[src/rtl/uart_tx_pkg.sv]
// rtl/uart_tx_pkg.sv - shared FSM states, parity codes and stop-bit limits for the UART TX serializer
package uart_tx_pkg;

    typedef enum logic [2:0] {
        ST_IDLE   = 3'd0,
        ST_ARM    = 3'd1,
        ST_START  = 3'd2,
        ST_DATA   = 3'd3,
        ST_PARITY = 3'd4,
        ST_STOP   = 3'd5
    } tx_state_t;

    localparam logic PAR_EVEN = 1'b0;
    localparam logic PAR_ODD  = 1'b1;

    localparam int STOP_BITS_MIN = 1;
    localparam int STOP_BITS_MAX = 2;

    // Out-of-range stop-bit counts fall back to the single-stop-bit frame.
    function automatic int legal_stop_bits(input int n);
        return (n >= STOP_BITS_MIN && n <= STOP_BITS_MAX) ? n : STOP_BITS_MIN;
    endfunction

endpackage

[src/rtl/uart_tx_shifter.sv]
// rtl/uart_tx_shifter.sv - data shift register and bit counter for the UART TX serializer
module uart_tx_shifter #(
    parameter int DATA_WIDTH = 8,
    parameter bit MSB_FIRST  = 1'b0
) (
    input  logic                  CLK,
    input  logic                  RST,
    input  logic                  i_load,
    input  logic [DATA_WIDTH-1:0] i_data,
    input  logic                  i_shift,
    input  logic                  i_cnt_inc,
    output logic                  o_bit,
    output logic                  o_last
);

    localparam int              CW       = $clog2(DATA_WIDTH);
    localparam logic [CW-1:0]   LAST_IDX = CW'(DATA_WIDTH - 1);

    logic [DATA_WIDTH-1:0] r_shreg;
    logic [CW-1:0]         r_bit_cnt;

    // r_bit_cnt is the index of the data bit currently on the line.
    always_ff @(posedge CLK or negedge RST) begin
        if (!RST) begin
            r_shreg   <= '0;
            r_bit_cnt <= '0;
        end else if (i_load) begin
            r_shreg   <= i_data;
            r_bit_cnt <= '0;
        end else begin
            if (i_shift) begin
                if (MSB_FIRST)
                    r_shreg <= {r_shreg[DATA_WIDTH-2:0], 1'b0};
                else
                    r_shreg <= {1'b0, r_shreg[DATA_WIDTH-1:1]};
            end
            if (i_cnt_inc && !o_last)
                r_bit_cnt <= r_bit_cnt + CW'(1);
        end
    end

    assign o_bit  = MSB_FIRST ? r_shreg[DATA_WIDTH-1] : r_shreg[0];
    assign o_last = (r_bit_cnt == LAST_IDX);

endmodule

[src/rtl/uart_tx_frame_serializer.sv]
// rtl/uart_tx_frame_serializer.sv - FSM-driven UART TX frame serializer with optional parity and 1/2 stop bits
module uart_tx_frame_serializer
    import uart_tx_pkg::*;
#(
    parameter int DATA_WIDTH = 8,
    parameter bit MSB_FIRST  = 1'b0,
    parameter int STOP_BITS  = 1
) (
    input  logic                  CLK,
    input  logic                  RST,
    input  logic [DATA_WIDTH-1:0] P_DATA,
    input  logic                  Data_Valid,
    input  logic                  PAR_EN,
    input  logic                  PAR_TYP,
    input  logic                  bit_tick,
    output logic                  TX_OUT,
    output logic                  busy,
    output logic                  frame_done
);

    localparam int   STOP_N    = legal_stop_bits(STOP_BITS);
    localparam logic STOP_LAST = 1'(STOP_N - 1);

    tx_state_t r_state, w_state_next;
    logic      r_tx_out, w_tx_next;
    logic      r_busy, w_busy_next;
    logic      r_frame_done, w_done_next;
    logic      r_par_en, r_parity;
    logic      r_stop_cnt;
    logic      w_load, w_shift, w_cnt_inc, w_stop_clr, w_stop_inc;
    logic      w_bit, w_last;

    uart_tx_shifter #(
        .DATA_WIDTH (DATA_WIDTH),
        .MSB_FIRST  (MSB_FIRST)
    ) u_shifter (
        .CLK       (CLK),
        .RST       (RST),
        .i_load    (w_load),
        .i_data    (P_DATA),
        .i_shift   (w_shift),
        .i_cnt_inc (w_cnt_inc),
        .o_bit     (w_bit),
        .o_last    (w_last)
    );

    always_ff @(posedge CLK or negedge RST) begin
        if (!RST)
            r_state <= ST_IDLE;
        else
            r_state <= w_state_next;
    end

    // Every line transition happens on a bit_tick, so each bit lasts one full tick period.
    always_comb begin
        w_state_next = r_state;
        w_tx_next    = r_tx_out;
        w_busy_next  = r_busy;
        w_done_next  = 1'b0;
        w_load       = 1'b0;
        w_shift      = 1'b0;
        w_cnt_inc    = 1'b0;
        w_stop_clr   = 1'b0;
        w_stop_inc   = 1'b0;
        case (r_state)
            ST_IDLE: begin
                w_tx_next = 1'b1;
                if (Data_Valid) begin
                    w_state_next = ST_ARM;
                    w_busy_next  = 1'b1;
                    w_load       = 1'b1;
                end
            end
            ST_ARM: begin
                if (bit_tick) begin
                    w_state_next = ST_START;
                    w_tx_next    = 1'b0;
                end
            end
            ST_START: begin
                if (bit_tick) begin
                    w_state_next = ST_DATA;
                    w_tx_next    = w_bit;
                    w_shift      = 1'b1;
                end
            end
            ST_DATA: begin
                if (bit_tick) begin
                    if (w_last) begin
                        if (r_par_en) begin
                            w_state_next = ST_PARITY;
                            w_tx_next    = r_parity;
                        end else begin
                            w_state_next = ST_STOP;
                            w_tx_next    = 1'b1;
                            w_stop_clr   = 1'b1;
                        end
                    end else begin
                        w_tx_next = w_bit;
                        w_shift   = 1'b1;
                        w_cnt_inc = 1'b1;
                    end
                end
            end
            ST_PARITY: begin
                if (bit_tick) begin
                    w_state_next = ST_STOP;
                    w_tx_next    = 1'b1;
                    w_stop_clr   = 1'b1;
                end
            end
            ST_STOP: begin
                w_tx_next = 1'b1;
                if (bit_tick) begin
                    if (r_stop_cnt == STOP_LAST) begin
                        w_state_next = ST_IDLE;
                        w_busy_next  = 1'b0;
                        w_done_next  = 1'b1;
                    end else begin
                        w_stop_inc = 1'b1;
                    end
                end
            end
            default: begin
                w_state_next = ST_IDLE;
                w_tx_next    = 1'b1;
                w_busy_next  = 1'b0;
            end
        endcase
    end

    always_ff @(posedge CLK or negedge RST) begin
        if (!RST) begin
            r_tx_out     <= 1'b1;
            r_busy       <= 1'b0;
            r_frame_done <= 1'b0;
            r_par_en     <= 1'b0;
            r_parity     <= PAR_EVEN;
            r_stop_cnt   <= 1'b0;
        end else begin
            r_tx_out     <= w_tx_next;
            r_busy       <= w_busy_next;
            r_frame_done <= w_done_next;
            if (w_load) begin
                r_par_en <= PAR_EN;
                r_parity <= (^P_DATA) ^ (PAR_TYP == PAR_ODD);
            end
            if (w_load || w_stop_clr)
                r_stop_cnt <= 1'b0;
            else if (w_stop_inc)
                r_stop_cnt <= 1'b1;
        end
    end

    assign TX_OUT     = r_tx_out;
    assign busy       = r_busy;
    assign frame_done = r_frame_done;

endmodule

[config.mk]
export PLATFORM = sky130hd
export DESIGN_NAME = uart_tx_frame_serializer
export DESIGN_NICKNAME = d
export VERILOG_FILES = /design/src/rtl/uart_tx_pkg.sv /design/src/rtl/uart_tx_shifter.sv /design/src/rtl/uart_tx_frame_serializer.sv
export SDC_FILE = /design/constraint.sdc
export NUM_CORES = 1
export LEC_CHECK = 0
export CAP_MARGIN = 20
export CORE_MARGIN = 5
export CORE_UTILIZATION = 50
export DETAILED_ROUTE_END_ITERATION = 6
export PLACE_DENSITY = 0.83
export SETUP_SLACK_MARGIN = 0.2
export SYNTH_ARGS = -nofsm -noshare
export SYNTH_HDL_FRONTEND = slang
export SYNTH_SLANG_ARGS = --single-unit
[constraint.sdc]
create_clock -name CLK -period 2.69 [get_ports CLK]
set_input_delay 0.6725 -clock CLK [delete_from_list [all_inputs] [get_ports CLK]]
set_output_delay 0.6725 -clock CLK [all_outputs]
set_load 0.01 [all_outputs]
# After elaboration in Yosys (flattened, before gate mapping)
# Cells that the tools add are included.
[op_classes] reduce_logical=12 add_sub_neg=1 n_bitwise=2 n_mux=44 n_eq_ne=14
[op_table] op="two-way mux 3 bit" n=10
[op_table] op="two-way mux 1 bit" n=27
[op_table] op="case mux 3 bit (6 select lines)" n=1
[op_table] op="two-way mux 8 bit" n=2
[op_table] op="inequality test 2 bit (second input constant)" n=7
[op_table] op="== test 3 bit (second input constant)" n=3
[op_table] op="AND reduction 4 bit" n=2
[op_table] op="AND reduction 8 bit" n=1
[op_table] op="parity 8 bit" n=1
[op_table] op="== test 3 x 2 -> 1 bit (second input constant)" n=2
[op_table] op="nonzero test 2 bit" n=3
[op_table] op="case mux 1 bit (2 select lines)" n=2
[op_table] op="case mux 1 bit (4 select lines)" n=1
[op_table] op="OR reduction 4 bit" n=1
[op_table] op="adder 3 x 1 -> 3 bit (second input constant)" n=1
[op_table] op="== test 3 x 1 -> 1 bit (second input constant)" n=1
[op_table] op="zero test 3 bit" n=1
[op_table] op="case mux 1 bit (3 select lines)" n=1
[op_table] op="inequality test 2 x 1 -> 1 bit (second input constant)" n=1
[op_table] op="logical AND 1 bit" n=1
[op_table] op="zero test 1 bit" n=1
[op_table] op="logical OR 1 bit" n=1
[op_table] op="NOT 1 bit" n=1
[op_table] op="XOR 1 bit" n=1
[word_totals] reg_bits=20

# Logic depth before layout (Yosys ltp)
[logic_depth] word_depth=7 depth_mapped=7

# Cells and area by module
# From an unflattened synthesis, not the netlist that was laid out.
[unflattened] cells_unflattened=110 area_unflattened_um2=1129.8
[modules_own_cells] module="uart_tx_frame_serializer" area_each_um2=568.0 seq_area_each_um2=226.5 n_inst=1 cells_per_inst=64
[modules_own_cells] module="uart_tx_shifter" area_each_um2=561.8 seq_area_each_um2=275.3 n_inst=1 cells_per_inst=46

# Least setup slack after synthesis
# Ideal clock, no wire load.
[synth_path] path_kind="in2reg" start="input bit_tick" end="register u_shifter.r_shreg[0]" setup_ns=0.126 setup_slack_ns=1.141 path_buffers=2 path_stages=5 t_arrival_ns=1.424 path_cell_list="clkbuf_1 > nand4b_1 > buf_4 > mux2i_1 > a21oi_1"
[synth_between] elab_chain_len=3 word_cells_on_any_way=4 cone_classes="mux (3); reduce/logical (1)"
[synth_lines] item="start, declared" line="uart_tx_frame_serializer.sv:15" rtl="input logic bit_tick,"
[synth_lines] item="two-way mux 1 bit (on tied branches)" line="uart_tx_frame_serializer.sv:88, uart_tx_frame_serializer.sv:81"
[synth_lines] item="case mux 1 bit (2 select lines) (*)" line="uart_tx_frame_serializer.sv:65" rtl="case (r_state)"
[synth_lines] item="nonzero test 2 bit (no source line) (*)"
[synth_lines] item="end signal, assigned" line="uart_tx_shifter.sv:28" rtl="r_shreg <= i_data;"
[synth_lines] item="end signal, assigned" line="uart_tx_shifter.sv:33" rtl="r_shreg <= {r_shreg[DATA_WIDTH-2:0], 1'b0};"
[synth_lines] item="end signal, assigned" line="uart_tx_shifter.sv:35" rtl="r_shreg <= {1'b0, r_shreg[DATA_WIDTH-1:1]};"
[synth_lines] item="end, declared" line="uart_tx_shifter.sv:19" rtl="logic [DATA_WIDTH-1:0] r_shreg;"
# Every way passes the cells marked *; elsewhere a longest branch is shown, timed or not.
# A chain may end at the register's enable or synchronous reset.

# Final worst setup path
[layout_path] start="register r_tx_out (netlist: TX_OUT)" end="output TX_OUT"
[layout_rtl] item="start, declared" line="uart_tx_frame_serializer.sv:25" rtl="logic r_tx_out, w_tx_next;"
[layout_rtl] item="start signal, assigned" line="uart_tx_frame_serializer.sv:141" rtl="r_tx_out <= w_tx_next;"
[layout_rtl] item="end, declared" line="uart_tx_frame_serializer.sv:16" rtl="output logic TX_OUT,"
# No word-level cell between the ends.

==> run_summary.xml <==
<?xml version="1.0" encoding="UTF-8"?>
<metrics>
  <group name="run_status">
    <metric name="status" unit="">completed</metric>
  </group>
  <group name="global_routing">
    <metric name="globalRouteOverflowTotal" unit="">0</metric>
    <metric name="first_global_vias" unit="">759</metric>
    <metric name="grt_antenna_before_repair" unit="">0</metric>
    <metric name="grt_pass1_wl" unit="um">3350</metric>
    <metric name="grt_start_max_net_pins" unit="">21</metric>
    <metric name="grt_usage" unit="%">13.5</metric>
  </group>
  <group name="pwr">
    <metric name="power_density" unit="nW/um^2">889</metric>
    <metric name="share_comb_of_total_power" unit="%">40.7</metric>
    <metric name="share_seq_of_total_power" unit="%">44.9</metric>
    <metric name="cellInternalPower" unit="W">0.000749</metric>
    <metric name="vdd_drop_max" unit="uV">553</metric>
    <metric name="p_total" unit="W">0.00116</metric>
    <metric name="switching_power" unit="W">0.000411</metric>
    <metric name="p_clk_share" unit="%">14.4</metric>
    <metric name="static-leakage-power" unit="nW">0.604</metric>
    <metric name="switching_share_of_power" unit="%">35.5</metric>
  </group>
  <group name="setup_path">
    <metric name="path_buf_inv" unit="">1</metric>
    <metric name="worstPathMaxFanout" unit="">2</metric>
    <metric name="crit_type" unit="">reg2out</metric>
    <metric name="cp.required" unit="ps">2020</metric>
    <metric name="critical_path_arrival" unit="ps">1360</metric>
    <metric name="timing.reg2reg.worst_path_depth" unit="">5</metric>
    <metric name="worst_path_cell_trace" unit="">clkdlybuf4s50_1</metric>
    <metric name="timing.critical_path.from_type" unit="">register</metric>
    <metric name="end_kind" unit="">output pin</metric>
    <metric name="cpPeakStageDelay" unit="ps">550</metric>
    <metric name="crit_path_slowest_cell" unit="">dfstp_2</metric>
    <metric name="cp_top_family" unit="">flip-flops</metric>
    <metric name="reg2reg_from" unit="">u_shifter.r_bit_cnt[0]$_DFFE_PN0P_</metric>
    <metric name="timing.reg2reg.setup_slack" unit="ps">990</metric>
    <metric name="worst_r2r_endpoint" unit="">u_shifter.r_bit_cnt[2]$_DFFE_PN0P_</metric>
  </group>
  <group name="worst_hold_path">
    <metric name="worst_hold_startpoint" unit="">r_parity$_DFFE_PN0P_</metric>
    <metric name="hold_class" unit="">reg2reg</metric>
    <metric name="hold_path_end" unit="">r_parity$_DFFE_PN0P_</metric>
    <metric name="worstHoldPathCells" unit="">2</metric>
  </group>
  <group name="sta">
    <metric name="relSlewSlack" unit="%">68.4</metric>
    <metric name="max_clock_freq" unit="GHz">0.491</metric>
    <metric name="tightest_slew" unit="ps">474</metric>
    <metric name="whs" unit="ps">491</metric>
    <metric name="worst_clock_skew_on_the_final_layout" unit="ps">4.42</metric>
    <metric name="final_hold_viol_count" unit="">0</metric>
    <metric name="final_max_slew_viol_count" unit="">0</metric>
    <metric name="finalWorstPathRequiredPeriod" unit="ps">2040</metric>
    <metric name="finalSetupViolCount" unit="">0</metric>
    <metric name="rsz0062_at_grt" unit="">false</metric>
    <metric name="post-route-period-util" unit="%">75.7</metric>
    <metric name="setup_total_negative_slack" unit="ps">0</metric>
  </group>
  <group name="logic_synthesis">
    <metric name="yosys.cell_types.count" unit="">32</metric>
    <metric name="post-synth-top-area-cell" unit="">dfrtp_1</metric>
    <metric name="synth_area" unit="um^2">1090</metric>
    <metric name="syn_nets" unit="">126</metric>
    <metric name="post_synth.cell_area_avg" unit="um^2">9.90</metric>
    <metric name="synth_sequential_area_ratio" unit="%">46.1</metric>
    <metric name="post_synth_main_area_contributors" unit="">dfrtp_1, mux2i_1, nor2_1</metric>
    <metric name="yosys_register_bits" unit="">20</metric>
    <metric name="netlist.area_leader.share" unit="%">43.7</metric>
    <metric name="synth.yosys.warnings" unit="">0</metric>
    <metric name="synthCells" unit="">110</metric>
  </group>
  <group name="die">
    <metric name="initial_core_util" unit="%">53.8</metric>
    <metric name="dieWidth" unit="um">56.7</metric>
    <metric name="floorplan.die.height" unit="um">56.7</metric>
    <metric name="core_area" unit="um^2">2020</metric>
    <metric name="core.rowCount" unit="">16</metric>
    <metric name="top_level_ports" unit="">17</metric>
    <metric name="die_area" unit="um^2">3210</metric>
  </group>
  <group name="detailed_routing">
    <metric name="routed_wl" unit="um">1960</metric>
    <metric name="drc_violations" unit="">0</metric>
    <metric name="route.detailed.vias_per_inst" unit="">5.35</metric>
    <metric name="detail-route-antenna-nets" unit="">0</metric>
    <metric name="routed-via-count" unit="">824</metric>
    <metric name="detail_route.wl_per_cell" unit="um">12.7</metric>
    <metric name="drt_iter0_markers" unit="">9</metric>
    <metric name="pre_antenna_drt_iters" unit="">4</metric>
  </group>
  <group name="clock_network">
    <metric name="clockRootBuffer" unit="">clkbuf_4</metric>
    <metric name="tritoncts.num_buffers" unit="">3</metric>
    <metric name="cts-resized-gates" unit="">0</metric>
    <metric name="cts_max_path_buffers" unit="">2</metric>
    <metric name="clock_tree.htree_level_count" unit="">1</metric>
    <metric name="clk_latency" unit="ps">290</metric>
    <metric name="clk_pin_slew" unit="ps">110</metric>
    <metric name="post_cts_hold_buffer_count" unit="">0</metric>
    <metric name="tritoncts_num_sinks" unit="">20</metric>
    <metric name="tritoncts" unit="">yes</metric>
    <metric name="postCtsSetupRepairBufs" unit="">0</metric>
  </group>
  <group name="layout">
    <metric name="antennaDiodeCount" unit="">0</metric>
    <metric name="filler_cell_count" unit="">159</metric>
    <metric name="post_layout_nonfiller_instances" unit="">154</metric>
    <metric name="area_growth" unit="%">19.9</metric>
    <metric name="post-route-cell-area" unit="um^2">1310</metric>
    <metric name="final_layout_size_suffix_gt1_share" unit="%">9.45</metric>
    <metric name="final_nets" unit="">144</metric>
  </group>
  <group name="placement">
    <metric name="place.port_buffers" unit="">16</metric>
    <metric name="placed_cell_area" unit="um^2">1270</metric>
    <metric name="placed_cells" unit="">150</metric>
    <metric name="finalWeightedCongestion" unit="">0.764</metric>
    <metric name="hpwl" unit="um">1510</metric>
  </group>
  <group name="job">
    <metric name="drv.max_cap_violation_count" unit="">0</metric>
  </group>
</metrics>
-- power groups by stage --
stage	sequential (W)	combinational, W	clock, W
5_1_grt	0.000538	0.000533	0.000191
3_3_place_gp	0.000522	0.000451	0
6_report	0.000521	0.000472	0.000167
3_5_place_dp	0.000530	0.000479	0
2_1_floorplan	0.000495	0.000376	0
4_1_cts	0.000522	0.000480	0.000174
-- worst max path at each step --
stage          slack [ps]  depth (start not counted)                                 end          startpoint
2_1_floorplan        1140                          5    u_shifter.r_shreg[0]$_DFFE_PN0P_            bit_tick
3_3_place_gp          590                          5                r_parity$_DFFE_PN0P_           P_DATA[1]
3_5_place_dp          470                          4  u_shifter.r_bit_cnt[2]$_DFFE_PN0P_            bit_tick
4_1_cts               630                          1                              TX_OUT  TX_OUT$_DFFE_PN1P_
5_1_grt               600                          1                              TX_OUT  TX_OUT$_DFFE_PN1P_
6_report              650                          1                              TX_OUT  TX_OUT$_DFFE_PN1P_
-- kinds of logic (layout without fill, tap and decap cells) --
kind of cell / Yosys count / in the layout / share of synthesized area, %
flops: 20 / 20 / 46.1
buf+inv: 8 / 25 / 3.68
mux: 9 / 9 / 8.28
xor+xnor: 9 / 9 / 8.51
fa+ha+maj: 2 / 2 / 2.30
compound gates: 23 / 23 / 12.9
simple gates: 39 / 39 / 18.3
-- per-stage QoR --
step / worst slack [ps] / util [%]
floorplan: 1140 / -
finish: 653 / 64.5
detailed placement: 473 / 62.7
global placement: 593 / 62.7
CTS: 632 / 64.5
global route: 596 / 64.5
-- metal layers --
layer	track usage, %	routed length [um]
met1	16.3	841
met2	22.4	1010
met3	3.67	90
met4	5.42	18
met5	0	0
-- placed cells by master (no fill, tap or decap), types with 2 or more instances in the layout --
cell             instances
a211oi_1                 3
nand2_1                 12
xnor2_1                  5
mux2i_1                  9
nor3_1                   2
clkbuf_4                 3
a21oi_1                 10
nor2_1                  14
buf_4                    2
o21ai_0                  5
nand2_2                  2
xor2_1                   3
dfrtp_1                 19
ha_1                     2
clkdlybuf4s50_1         16
inv_1                    3
-- flip-flops by register name, summed over array words and instances, names as in the netlist --
| signal | flops |
|---|---|
| TX_OUT | 1 |
| frame_done | 1 |
| r_state | 3 |
| r_parity | 1 |
| r_par_en | 1 |
| u_shifter.r_bit_cnt | 3 |
| busy | 1 |
| r_stop_cnt | 1 |
| u_shifter.r_shreg | 8 |
-- final cells by class --
cell class              count  area [um^2]  area share (%)
well taps                  27         33.8            2.59
flip-flops and latches     20          502            38.4
multi-input cells          82          547            41.9
repair buffers             18          175            13.4
clock buffers               4         36.3            2.78
inverters                   3         11.3           0.863
-- Yosys cell counts, drive strengths merged --
| cell | instances |
|---|---|
| a2bb2oi | 1 |
| nor4b | 1 |
| nor2b | 1 |
| or4b | 1 |
| nand4b | 1 |
| o32ai | 1 |
| and2 | 1 |
| a21oi | 10 |
| o31ai | 1 |
| nor3 | 2 |
| nor2 | 15 |
| nand2b | 1 |
| dfstp | 1 |
| a211oi | 3 |
| xnor3 | 1 |
| o21ai | 5 |
| dfrtp | 19 |
| xor2 | 3 |
| nand3 | 1 |
| clkbuf | 1 |
| nand4 | 1 |
| o22ai | 1 |
| buf | 4 |
| xnor2 | 5 |
| nand2 | 14 |
| inv | 3 |
| ha | 2 |
| mux2i | 9 |
| a311o | 1 |
Power figures use the tool's default switching activity.
